--- config.mk ---
export PLATFORM = sky130hd
export DESIGN_NAME = ram_burst_ctrl
export DESIGN_NICKNAME = d
export VERILOG_FILES = /design/src/rtl/ram_burst_ctrl.sv
export SDC_FILE = /design/constraint.sdc
export NUM_CORES = 1
export LEC_CHECK = 0
export BUFFER_PORTS_ARGS = -buffer_cell sky130_fd_sc_hd__buf_2
export CORE_MARGIN = 8
export CORE_UTILIZATION = 53
export CTS_BUF_LIST = sky130_fd_sc_hd__clkbuf_4 sky130_fd_sc_hd__clkbuf_8
export DETAILED_ROUTE_END_ITERATION = 7
export GPL_TIMING_DRIVEN = 0
export PLACE_DENSITY = 0.82
export SETUP_SLACK_MARGIN = 0.4
export SLEW_MARGIN = 0
export SYNTH_ARGS = -nofsm -noshare
export SYNTH_HDL_FRONTEND = slang
export SYNTH_SLANG_ARGS = --single-unit
--- constraint.sdc ---
create_clock -name i_clk -period 2.4 [get_ports i_clk]
set_input_delay 0.24 -clock i_clk [delete_from_list [all_inputs] [get_ports i_clk]]
set_output_delay 0.24 -clock i_clk [all_outputs]
set_load 0.02 [all_outputs]
--- src/rtl/ram_burst_ctrl.sv ---
// ---------------------------------------------------------------------------
// ram_burst_ctrl
//
// Upstream access sequencer for a single-port RAM (cs/mode/addr/data,
// mode=1 write, mode=0 read). Burst requests (start address + beats-1) are
// taken over a valid/ready handshake. A write burst streams beats from the
// wr_* handshake into the RAM. A read burst issues one read per clock and
// returns the data, in issue order, with a single-cycle rd_valid strobe.
// All RAM-side strobes are registered and owned by this block.
//
// Optional feature macro: RAM_INIT_EN
//   When defined, an INIT state follows reset release and writes INIT_VAL to
//   every RAM address 0..2**AW-1 (one per clock) before the block goes IDLE.
//
// Parameters
//   AW      RAM address width (address space 2**AW words)
//   DW      data width
//   LW      burst length field width (beats = req_len+1, 1..2**LW)
//   RD_LAT  RAM read latency in clocks (>=1)
//
// Ports
//   i_clk          clock, posedge
//   i_rst_n        asynchronous active-low reset
//   i_req_valid    burst request valid
//   o_req_ready    request accepted on i_req_valid && o_req_ready (IDLE only)
//   i_req_wr       1 = write burst, 0 = read burst
//   i_req_addr     burst start address
//   i_req_len      beats minus one
//   i_wr_valid     write beat valid
//   o_wr_ready     write beat accepted on i_wr_valid && o_wr_ready
//   i_wr_data      write beat data
//   o_rd_valid     read beat valid (single cycle, no backpressure)
//   o_rd_data      read beat data
//   o_busy         high whenever the FSM is not IDLE
//   o_cs           RAM chip select (registered)
//   o_mode         RAM mode, 1 = write, 0 = read (registered)
//   o_addr         RAM address (registered)
//   o_ram_wdata    RAM write data (registered)
//   i_ram_rdata    RAM read data
// ---------------------------------------------------------------------------
module ram_burst_ctrl #(
  parameter int AW     = 10,
  parameter int DW     = 8,
  parameter int LW     = 4,
  parameter int RD_LAT = 1
) (
  input  logic          i_clk,
  input  logic          i_rst_n,
  input  logic          i_req_valid,
  output logic          o_req_ready,
  input  logic          i_req_wr,
  input  logic [AW-1:0] i_req_addr,
  input  logic [LW-1:0] i_req_len,
  input  logic          i_wr_valid,
  output logic          o_wr_ready,
  input  logic [DW-1:0] i_wr_data,
  output logic          o_rd_valid,
  output logic [DW-1:0] o_rd_data,
  output logic          o_busy,
  output logic          o_cs,
  output logic          o_mode,
  output logic [AW-1:0] o_addr,
  output logic [DW-1:0] o_ram_wdata,
  input  logic [DW-1:0] i_ram_rdata
);

  typedef enum logic [2:0] {
    S_IDLE  = 3'd0,
    S_WRITE = 3'd1,
    S_READ  = 3'd2,
    S_DRAIN = 3'd3,
    S_INIT  = 3'd4
  } state_t;

`ifdef RAM_INIT_EN
  localparam logic [DW-1:0] INIT_VAL    = '0;
  localparam state_t        RESET_STATE = S_INIT;
`else
  localparam state_t        RESET_STATE = S_IDLE;
`endif

  state_t              r_state;
  logic [AW-1:0]       r_cur_addr;
  logic [LW-1:0]       r_beats_left;
  logic                r_cs;
  logic                r_mode;
  logic [AW-1:0]       r_addr;
  logic [DW-1:0]       r_wdata;

  // One bit per clock of RAM read latency: marks which cycles will carry
  // valid ram_rdata belonging to one of our reads.
  logic [RD_LAT-1:0]   r_pend;
  logic                r_rd_valid;
  logic [DW-1:0]       r_rd_data;

  logic                w_issue_rd;
  logic                w_outstanding;
  logic                w_req_fire;
  logic                w_wr_fire;

  // A read is "issued" in the cycle in which cs=1/mode=0 is visible at the RAM.
  assign w_issue_rd    = r_cs & ~r_mode;
  // Reads still in flight: the one on the bus now plus those in the latency line.
  assign w_outstanding = w_issue_rd | (|r_pend);

  assign o_req_ready   = (r_state == S_IDLE);
  assign o_wr_ready    = (r_state == S_WRITE);
  assign o_busy        = (r_state != S_IDLE);
  assign w_req_fire    = i_req_valid & o_req_ready;
  assign w_wr_fire     = i_wr_valid & o_wr_ready;

  // Sequencer: every RAM strobe is a register written here. cs defaults low
  // so that any cycle without a beat is idle on the RAM; mode, addr and
  // wdata hold their last values.
  always_ff @(posedge i_clk or negedge i_rst_n) begin
    if (!i_rst_n) begin
      r_state      <= RESET_STATE;
      r_cur_addr   <= '0;
      r_beats_left <= '0;
      r_cs         <= 1'b0;
      r_mode       <= 1'b0;
      r_addr       <= '0;
      r_wdata      <= '0;
    end else begin
      r_cs <= 1'b0;
      case (r_state)
        S_IDLE: begin
          if (w_req_fire) begin
            r_cur_addr   <= i_req_addr;
            r_beats_left <= i_req_len;
            r_state      <= i_req_wr ? S_WRITE : S_READ;
          end
        end

        S_WRITE: begin
          // A beat accepted now appears on the RAM bus next cycle; a cycle
          // without wr_valid leaves counters alone and leaves cs low.
          if (w_wr_fire) begin
            r_cs       <= 1'b1;
            r_mode     <= 1'b1;
            r_addr     <= r_cur_addr;
            r_wdata    <= i_wr_data;
            r_cur_addr <= r_cur_addr + AW'(1);
            if (r_beats_left == '0) begin
              r_state <= S_IDLE;
            end else begin
              r_beats_left <= r_beats_left - LW'(1);
            end
          end
        end

        S_READ: begin
          r_cs       <= 1'b1;
          r_mode     <= 1'b0;
          r_addr     <= r_cur_addr;
          r_cur_addr <= r_cur_addr + AW'(1);
          if (r_beats_left == '0) begin
            r_state <= S_DRAIN;
          end else begin
            r_beats_left <= r_beats_left - LW'(1);
          end
        end

        S_DRAIN: begin
          // Leave once nothing is in flight, i.e. the final rd_valid is the
          // one being driven in this cycle.
          if (!w_outstanding) begin
            r_state <= S_IDLE;
          end
        end

`ifdef RAM_INIT_EN
        S_INIT: begin
          r_cs       <= 1'b1;
          r_mode     <= 1'b1;
          r_addr     <= r_cur_addr;
          r_wdata    <= INIT_VAL;
          r_cur_addr <= r_cur_addr + AW'(1);
          if (r_cur_addr == '1) begin
            r_state <= S_IDLE;
          end
        end
`endif

        default: r_state <= S_IDLE;
      endcase
    end
  end

  // Read-return line: reset flushes it, so reads issued before a reset can
  // never produce an rd_valid afterwards.
  always_ff @(posedge i_clk or negedge i_rst_n) begin
    if (!i_rst_n) begin
      r_pend <= '0;
    end else begin
      r_pend[0] <= w_issue_rd;
      for (int i = 1; i < RD_LAT; i++) begin
        r_pend[i] <= r_pend[i-1];
      end
    end
  end

  // ram_rdata is sampled at the end of the cycle RD_LAT after the issue.
  always_ff @(posedge i_clk or negedge i_rst_n) begin
    if (!i_rst_n) begin
      r_rd_valid <= 1'b0;
      r_rd_data  <= '0;
    end else begin
      r_rd_valid <= r_pend[RD_LAT-1];
      if (r_pend[RD_LAT-1]) begin
        r_rd_data <= i_ram_rdata;
      end
    end
  end

  assign o_cs        = r_cs;
  assign o_mode      = r_mode;
  assign o_addr      = r_addr;
  assign o_ram_wdata = r_wdata;
  assign o_rd_valid  = r_rd_valid;
  assign o_rd_data   = r_rd_data;

endmodule
==> results by group <==
Timing
  • Clock skew: 5.86 ps
  • Min cycle time layout: 1900 ps
  • Final hold violation count: 0
  • # setup viols final: 0
  • Max_slew headroom: 0.343
  • Setup_tns: 0 ps
  • Worst Tran Pin Value: 986 ps
  • Fmax: about 530 MHz
  • RSZ-0062 raised after global routing: no
  • Post-route clock period utilization: 0.793
  • Final Max Slew Viols: 0

Min path
  • Worst hold-check path type: primary input to asynchronous set/reset pin

Setup path
  • CP max stage delay: roughly 380 ps
  • Cell Chain, Critical Path: inv_2, ha_4, nor2b_4, or3_1, buf_2, o41ai_2, a221o_1
  • Critical path class: flop to flop
  • WP data required: ~2600 ps
  • Worst R2R Start: r_state[1]$_DFFE_PN0P_
  • Reg-to-Reg End: r_cur_addr[8]$_DFFE_PN0P_
  • Worst path bufs/invs: 2
  • CP startpoint kind: flop
  • Reg2Reg Depth: 7
  • Crit-path leading delay family: compound AO/OA/AOI/OAI gates
  • Stages on the worst setup path: 7
  • Critical-path top delay cell: dfrtp_1
  • Arr. time, crit path: 2140 ps
  • CP Max Fanout: 7
  • R2r setup slk: roughly 500 ps
  • Crit path from: r_state[1]$_DFFE_PN0P_
  • Crit end category: flop

Synthesis
  • Ys Warns: 0
  • Mean Syn Cell Area: between 10 and 15 sq um
  • Top-area cell type share of the netlist area: 0.529
  • Main area contributors after synthesis: dfrtp_1 (53%), mux2_2 (12%), ha_1 (3.5%)
  • Synth Net Count: between 200 and 250
  • Seq/Total Area, Yosys: 0.529
  • Cell count after synthesis: 192
  • Area of the mapped netlist: 2170 sq um
  • #FFs+latches synth: 46
  • Synth cell types: 35
  • Area leader, netlist: dfrtp_1

Power
  • Pwr dens: 1620 nW/um^2
  • Total Power: approximately 4.6 mW
  • Worst vdd ir: 0.849 mV
  • Static leakage: 1.34 nW

Clocking
  • Reg clk slew, reported paths: 80 ps
  • CTS tree: done
  • Clock latency on the worst-skew pair: 300 ps
  • Cts-stage hold buffer count: 0
  • Clock sinks: 46
  • CTS max path bufs: 2
  • Htree depth: 2
  • CTS root buf: clkbuf_8
  • CTS buffer count: 5

Global routing
  • Number of global-route vias before repair: 1789
  • Largest net degree at the start of global routing: 47
  • Initial antenna violation count: 0
  • First-pass GRT wire length: 8170 um
  • Remaining global-route overflow: 0
  • Gr usage total: 0.160

Drt
  • Drt pass-1 iters: 4
  • WL met1: approximately 2200 um
  • DRT Wirelength: 5100 um
  • Via count: 1747
  • Top layer in use: met4
  • Met2 WL: 2330 um
  • Post-route ant nets: 0
  • Met3 wire length: 504 um
  • Drt initial violations: 50
  • Drt wl/cell: 15.8 um
  • Vias/cell: 5.41
  • Residual DRC: 0

Placement
  • Final HPWL DP: 3680 um
  • Placer Congestion: 0.878
  • PortBufs: 66

Finish
  • Number of diodes: 0
  • # nets final: 313
  • Final core utilization: 0.710
  • Fillers: 302
  • Most common cell after layout, fill and taps aside: buf_2
  • Share of layout cells above drive strength 1: 0.458
  • Most frequent cells in the layout: buf_2 (67), dfrtp_1 (45), mux2_2 (24)
  • Area delta synth->final: 29.6%

Die
  • Starting Density: 0.548
  • Core area: 3970 sq um
  • Die Y: 80.1 um
  • Die Width: 80.1 um
  • Die area: 6410 sq um
  • Top Ports: 67
  • FP Rows: 23

Outcome
  • Status: finished, final reports clean

Flow run
  • Max Cap Viol: 0
routing by layer:
metal	track usage	up-vias
met5	0	-
li1	-	860
met2	0.244	60
met1	0.199	820
met3	0.0670	7
met4	0.0564	0
worst reg2reg max path: cells and delay by family (launching register included):
kind            cells  cell delay [ps]
compound gates      2              510
fa+ha+maj           1              190
buf+inv             2              240
flops               1              380
simple gates        2              500
state kept, by name (all words and copies together), names as in the netlist:
signal and count:
o_cs 1, r_state 2, o_addr 10, r_cur_addr 10
r_pend 1, o_rd_valid 1, o_rd_data 8, r_beats_left 4
o_mode 1, o_ram_wdata 8
metrics by stage:
step,instance area (sq um),std cells,hold WS [ps],worst slack [ps]
after floorplan,2170,192,-55.6,446
after global routing,2820,323,149,402
after global placement,2570,308,354,322
after detailed placement,2570,308,365,265
after CTS,2700,317,144,439
final,2820,323,95.7,497
area by class of cell:
class	count	area [sq um]	area share
multi-input combinational	128	1030	0.365
clock inverter	2	37.5	0.0133
timing repair buffer	73	383	0.136
buffer	7	36.3	0.0129
clock buffer	6	76.3	0.0271
inverter	11	41.3	0.0146
tap	50	62.6	0.0222
sequential	46	1150	0.409
what timing repair did:
action	CTS	global route
setup buffers	1	6
setup endpoints to repair	18	19
gates resized for setup	6	18
Yosys cell counts:
library cell	number
dfrtp_1	46
nor3_2	1
o41ai_2	1
inv_1	11
a22oi_1	2
and2_1	1
and4_1	4
or3_1	2
a31oi_1	1
mux2_2	24
a21oi_1	6
nand4_1	1
a21oi_2	1
o221a_1	2
mux2i_1	5
nand2_1	11
ha_1	6
nand3_1	7
a2bb2oi_1	2
a221o_1	2
nor3_1	8
o22ai_1	4
o31a_1	1
o311ai_0	1
clkbuf_1	5
o21ai_0	9
nor2_1	9
nand2b_1	4
or3b_1	1
nor2b_1	2
nor4_1	4
o32ai_1	1
o21ai_1	4
nor2b_4	1
buf_2	2
kinds of logic after synthesis:
logic type	after synthesis	share of synthesized area
buffers and inverters	18	0.0322
adder cells (fa/ha/maj)	6	0.0345
AND/OR/NAND/NOR	56	0.140
flip-flops	46	0.529
multiplexers	29	0.147
AO/OA/AOI/OAI	37	0.116
report_power, final:
part           switching, mW  total [mW]  internal [mW]
Combinational           1.40        2.52           1.12
Sequential             0.288        1.47           1.18
Clock                  0.257       0.579          0.322
Total                   1.95        4.57           2.62
how the worst max path moves through the flow:
| stage | to | slack [ps] |
|---|---|---|
| 3_5_place_dp | o_addr[8]$_DFFE_PN0P_ | 260 |
| 3_3_place_gp | r_cur_addr[5]$_DFFE_PN0P_ | 320 |
| 5_1_grt | r_cur_addr[4]$_DFFE_PN0P_ | 400 |
| 2_1_floorplan | o_addr[1]$_DFFE_PN0P_ | 450 |
| 6_report | r_cur_addr[8]$_DFFE_PN0P_ | 500 |
| 4_1_cts | r_beats_left[0]$_DFFE_PN0P_ | 440 |
(Power assumes the default switching activity.)
